<file path="src/rtl/fwd_scoreboard.sv">
// Operand forwarding and hazard unit with a multicycle-op busy scoreboard.
// Bypasses producer taps and mc writeback; stalls on load-use, busy and WAW.
module fwd_scoreboard #(
  parameter int NUM_FWD = 3,
  parameter int XLEN    = 32,
  parameter int NREG    = 32,
  parameter int CNT_W   = 32,
  localparam int RW     = $clog2(NREG)
) (
  input  logic                    clock,
  input  logic                    reset,
  input  logic                    s3_valid,
  input  logic                    s3_use_rs1,
  input  logic                    s3_use_rs2,
  input  logic                    s3_write_rd,
  input  logic                    s3_multicycle,
  input  logic [RW-1:0]           s3_rs1,
  input  logic [RW-1:0]           s3_rs2,
  input  logic [RW-1:0]           s3_rd,
  input  logic [NUM_FWD-1:0]      fwd_valid,
  input  logic [NUM_FWD-1:0]      fwd_write_rd,
  input  logic [NUM_FWD-1:0]      fwd_ready,
  input  logic [NUM_FWD*RW-1:0]   fwd_rd,
  input  logic [NUM_FWD*XLEN-1:0] fwd_value,
  input  logic                    st_valid,
  input  logic [RW-1:0]           st_rs2,
  input  logic                    mc_wb_valid,
  input  logic [RW-1:0]           mc_wb_rd,
  input  logic [XLEN-1:0]         mc_wb_value,
  input  logic                    mc_kill,
  output logic                    stall,
  output logic [1:0]              s3_bypass,
  output logic [XLEN-1:0]         s3_bypass_rs1,
  output logic [XLEN-1:0]         s3_bypass_rs2,
  output logic                    st_bypass,
  output logic [XLEN-1:0]         st_bypass_rs2,
  output logic [NREG-1:0]         busy,
  output logic [CNT_W-1:0]        load_stall_cnt,
  output logic [CNT_W-1:0]        mc_stall_cnt
);

  // Source slots: 0 = s3 rs1, 1 = s3 rs2, 2 = store data
  logic [2:0][RW-1:0]   src;
  logic [2:0]           act;
  logic [2:0]           hit;
  logic [2:0]           haz;
  logic [2:0]           byp;
  logic [2:0]           mc_cov;
  logic [2:0][XLEN-1:0] val;
  logic [NREG-1:0]      busy_q;
  logic [NREG-1:0]      busy_d;
  logic                 sb_haz;
  logic                 waw;
  logic                 load_haz;
  logic                 issue;

  assign src = {st_rs2, s3_rs2, s3_rs1};
  assign act = {st_valid,
                s3_valid && s3_use_rs2,
                s3_valid && s3_use_rs1};

  always_comb begin
    hit    = '0;
    haz    = '0;
    byp    = '0;
    mc_cov = '0;
    val    = '0;
    for (int k = 0; k < 3; k++) begin
      mc_cov[k] = mc_wb_valid && (mc_wb_rd == src[k])
                  && (src[k] != '0);
      // Store data is read at tap 0 itself, so it never sources it
      for (int i = 0; i < NUM_FWD; i++) begin
        if (act[k] && !hit[k] && !(k == 2 && i == 0)
            && fwd_valid[i] && fwd_write_rd[i]
            && (src[k] != '0)
            && (fwd_rd[i*RW +: RW] == src[k])) begin
          hit[k] = 1'b1;
          if (fwd_ready[i]) begin
            byp[k] = 1'b1;
            val[k] = fwd_value[i*XLEN +: XLEN];
          end else begin
            haz[k] = 1'b1;
          end
        end
      end
      if (act[k] && !hit[k] && mc_cov[k]) begin
        byp[k] = 1'b1;
        val[k] = mc_wb_value;
      end
    end
  end

  assign sb_haz = (act[0] && busy_q[src[0]] && !hit[0] && !mc_cov[0])
               || (act[1] && busy_q[src[1]] && !hit[1] && !mc_cov[1]);

  assign waw = s3_valid && s3_write_rd && (s3_rd != '0)
            && busy_q[s3_rd]
            && !(mc_wb_valid && (mc_wb_rd == s3_rd));

  assign load_haz = |haz;
  assign stall    = !reset && (load_haz || sb_haz || waw);
  assign issue    = s3_valid && s3_multicycle && s3_write_rd
                 && (s3_rd != '0) && !stall && !mc_kill;

  always_comb begin
    busy_d = busy_q;
    if (mc_wb_valid) busy_d[mc_wb_rd] = 1'b0;
    if (issue)       busy_d[s3_rd]    = 1'b1;
    busy_d[0] = 1'b0;
  end

  always_ff @(posedge clock) begin
    if (reset || mc_kill) busy_q <= '0;
    else                  busy_q <= busy_d;
  end

  always_ff @(posedge clock) begin
    if (reset) begin
      load_stall_cnt <= '0;
      mc_stall_cnt   <= '0;
    end else begin
      if (stall && load_haz && load_stall_cnt != '1)
        load_stall_cnt <= load_stall_cnt + CNT_W'(1);
      if (stall && !load_haz && mc_stall_cnt != '1)
        mc_stall_cnt <= mc_stall_cnt + CNT_W'(1);
    end
  end

  assign s3_bypass     = byp[1:0];
  assign s3_bypass_rs1 = val[0];
  assign s3_bypass_rs2 = val[1];
  assign st_bypass     = byp[2];
  assign st_bypass_rs2 = val[2];
  assign busy          = busy_q;

endmodule

</file>
<file path="config.mk">
export PLATFORM = sky130hd
export DESIGN_NAME = fwd_scoreboard
export DESIGN_NICKNAME = d
export VERILOG_FILES = /design/src/rtl/fwd_scoreboard.sv
export SDC_FILE = /design/constraint.sdc
export NUM_CORES = 1
export LEC_CHECK = 0
export BUFFER_PORTS_ARGS = -buffer_cell sky130_fd_sc_hd__clkbuf_2
export CAP_MARGIN = 20
export CORE_AREA = 4 4 148 150
export DETAILED_ROUTE_END_ITERATION = 8
export DIE_AREA = 0 0 152 154
export PLACE_DENSITY = 0.8
export SYNTH_ARGS = -nofsm -noshare
export SYNTH_HDL_FRONTEND = slang
export SYNTH_SLANG_ARGS = --single-unit
</file>
<file path="constraint.sdc">
create_clock -name clock -period 11.72 [get_ports clock]
set_input_delay 2.344 -clock clock [delete_from_list [all_inputs] [get_ports clock]]
set_output_delay 2.344 -clock clock [all_outputs]
set_load 0.005 [all_outputs]
</file>
==> metrics.md <==
| Metric | Value |
|---|---|
| Status | `finished clean` |
| Final Hold Fails | `0` |
| Synth Area in Compound Gates | `0.285` |
| Crit. End Element | `output pin` |
| First-pass detailed-route iteration total | `7` |
| Layout cells sized above 1 | `0.339` |
| Grt ovf | `0` |
| Routed Antenna Nets | `0` |
| Reg2reg start | `busy[12]` |
| DRT iter0 DRCs | `1,355` |
| Mapped Cells | `1,038` |
| Avg Cell Area, Syn | `7.86 um^2` |
| Post-Syn Area | `8160 um^2` |
| Reg2reg path depth | `8` |
| TNS Setup | `0 ns` |
| Die extent in y | `154 um` |
| Clock latency on the worst-skew pair | `0.35 ns` |
| Layout Cells excl Fill | `1,634` |
| Hold path startpoint | `mc_stall_cnt[27]` |
| Post-Synth XOR/XNOR Area | `0.102` |
| Element type at the critical path start | `primary input` |
| Count leader, synth | `nand2_1` |
| Fin Clk Skew | `0.00953 ns` |
| Final net count | `1,543` |
| RePlAce Congestion | `1.01` |
| Pleak | `4.38 nW` |
| Reg-to-reg endpoint | `busy[11]` |
| Area grow syn2layout | `28.8%` |
| Fmax | `0.129 GHz` |
| Antenna cell count | `0` |
| Setup violators final | `0` |
| Worst hold path class | `flop to flop` |
| Vias per cell | `6.36` |
| Vias in the first global route | `9,765` |
| # placed instances | `1,617` |
| Fin Hold WS | `0.508 ns` |
| Placed Area | `10,200 um^2` |
| CTS sink count | `95` |
| Die Area | `23,400 um^2` |
| TritonCTS Buffers | `9` |
| I/O pins | `383` |
| Count of maximum capacitance violations | `0` |
| Post-CTS sizing | `0` |
| Synth area leaders | `dfxtp_1, xnor2_1, a221o_1` |
| Crit path max fanout | `38` |
| Drc violations | `0` |
| Pre-CTS setup slack | `3.92 ns` |
| Seq/Total Area, Yosys | `0.233` |
| Crit-path max cell delay | `0.59 ns` |
| Postcts setup bufs | `0` |
| Worst vdd ir | `0.0771 mV` |
| Post-synth EDFFs | `0` |
| Max_slew headroom | `0.200` |
| Clk buf depth | `2` |
| GRT Total Usage | `0.291` |
| Critical path's top delay family | `simple AND/OR/NAND/NOR gates` |
| Core area | `20,700 um^2` |
| Unrepaired setup endpoints after global routing | `no` |
| Critical Path Source | `s3_rs2[0]` |
| Total Wirelength | `36,800 um` |
| Post-Synth Adder-Cell Area | `0.00307` |
| Overall power | `0.771 mW` |
| Setup slack, reg-to-reg | `8.24 ns` |
| Final min period | `7.77 ns` |
| YS warnings | `0` |
| Mux cell area share after synthesis | `0.0685` |
| Most used DFF post-synth | `dfxtp_1` |
| Fraction of registers with async set/reset | `0` |
| Max-slew violations | `0` |
| Layout Utilization | `0.508` |
| Starting density of the core | `0.394` |
| Seq cells post-synth | `95` |
| Clock transition at path regs | `0.07 ns` |
| Buffers & Inverters on Critical Path | `3` |
| TritonCTS clock tree | `done` |
| Clock Tree Root | `clkbuf_16` |
| Num rows | `53` |
| Finished layout cell area | `10,500 um^2` |
| Commonest cells post-synth | `nand2_1, dfxtp_1, nor2_1` |
| Largest net degree at the start of global routing | `68` |
| Netlist cell types | `75` |
| DR vias | `10,400` |
| WS Path Type | `primary input to output pin` |
| Worst hold stages | `2` |
| Worst Max-Slew Pin Slew | `1.20 ns` |
| Detail Placement HPWL | `27,700 um` |
| Arr. time, crit path | `5.43 ns` |
| Leading area contributor after synthesis | `dfxtp_1` |
| Final worst-path cycle share | `0.663` |
| Critical path's most frequent cell | `clkbuf_2` |
| DIE WIDTH | `152 um` |
| Max H-tree Level | `3` |
| Pwr Density | `73.4 nW/um^2` |
| Area share of the largest cell type after synthesis | `0.233` |
| Main combinational cell family by area after synthesis | `compound AO/OA/AOI/OAI gates` |
| Crit-path slowest cell | `or4_1` |
| Post-DR wirelength/cell | `22.5 um` |
| Setup ws final | `3.95 ns` |
| Cts-stage hold buffer count | `0` |
| Syn_nets | `1,227` |
| Post-Synth Simple-Gate Area | `0.253` |
| Worst Path Required | `9.38 ns` |
| CP cell instances | `clkbuf_2 -> or4_1 -> nor2_2 -> nor4_2 -> buf_4 -> or4b_1 -> nor3_1 -> or3_1 -> o31a_1 -> clkbuf_2` |
| Initial antenna violation count | `0` |
| Global-route wire length before repair | `55,600 um` |
| Hold Path Sink | `mc_stall_cnt[27]` |
| PortBufs | `381` |
metal layers:
layer,vias up,track usage,routed length [um]
li1,4630,-,-
met1,4904,0.387,14800
met2,720,0.452,16600
met3,132,0.0690,3640
met4,0,0.124,1760
met5,-,0,0
how the worst max path moves through the flow:
stage / endpoint / slack [ns] / depth (start not counted)
after floorplan: stall / 4.56 / 10
after global placement: stall / 3.97 / 10
after detailed placement: stall / 3.92 / 10
after CTS: stall / 3.93 / 10
after global routing: stall / 3.76 / 10
final: stall / 3.95 / 10
worst reg2reg max path: stages (launching register included):
cell	delay, ns
dfxtp_1	0.41
mux4_2	0.49
mux4_2	0.48
o21ai_1	0.17
nor3_1	0.06
or3_1	0.67
and4bb_2	0.46
nand3_1	0.39
o21ai_1	0.28
cell type report:
class                           instances  area, um^2
Clock buffer                           11         233
Clock inverter                          5        82.6
Fill cell                            2042       10200
Inverter                               21        78.8
Multi-Input combinational cell        831        5850
Sequential cell                        95        1900
Tap cell                              275         344
Timing Repair Buffer                  396        2030
logic make-up (layout without fill, tap and decap cells):
group | count (synthesis) | after routing
AND/OR/NAND/NOR | 401 | 401
AO/OA/AOI/OAI | 299 | 299
buffers and inverters | 112 | 433
XOR/XNOR | 95 | 95
flip-flops | 95 | 95
multiplexers | 33 | 33
adder cells (fa/ha/maj) | 2 | 2
other | 1 | 1
cell usage in the layout, fill, tap and decap left out, types with 3 or more instances in the layout:
cell type   synthesis  layout
nor3_1             28      26
dfxtp_1            95      95
inv_1              21      21
clkbuf_16           0       9
xnor2_1            59      59
a31oi_1            23      23
a32oi_1            19      19
clkinvlp_4          0       3
nand2_1           114     114
a32o_1             45      45
nor2_1             79      72
or3_1              28      28
xor2_1             36      36
nand4_1            24      24
clkbuf_2            0     381
a21oi_1            22      22
or4_1               9       9
o211ai_1           31      31
o21ai_0            22      22
buf_4               4      14
nand3b_1           11      11
and3_1             15      15
nand3_1            43      43
nor4_1             11      10
or3b_2              4       4
and4_1              5       5
nor2b_1             7       7
mux2i_1            12      12
nor2_2              1       8
a221o_1            46      46
a22oi_1            33      33
and2_1              5       5
mux4_2             18      18
o21ai_1            32      32
where the power goes:
part | switching, mW | total [mW] | internal [mW]
registers | 0.00111 | 0.324 | 0.323
logic | 0.0806 | 0.131 | 0.0504
clock network | 0.129 | 0.316 | 0.187
registers in the layout, summed over array words and instances (netlist names):
| name | flops |
|---|---|
| load_stall_cnt | 32 |
| mc_stall_cnt | 32 |
| busy | 31 |
Power figures use the tool's default switching activity.
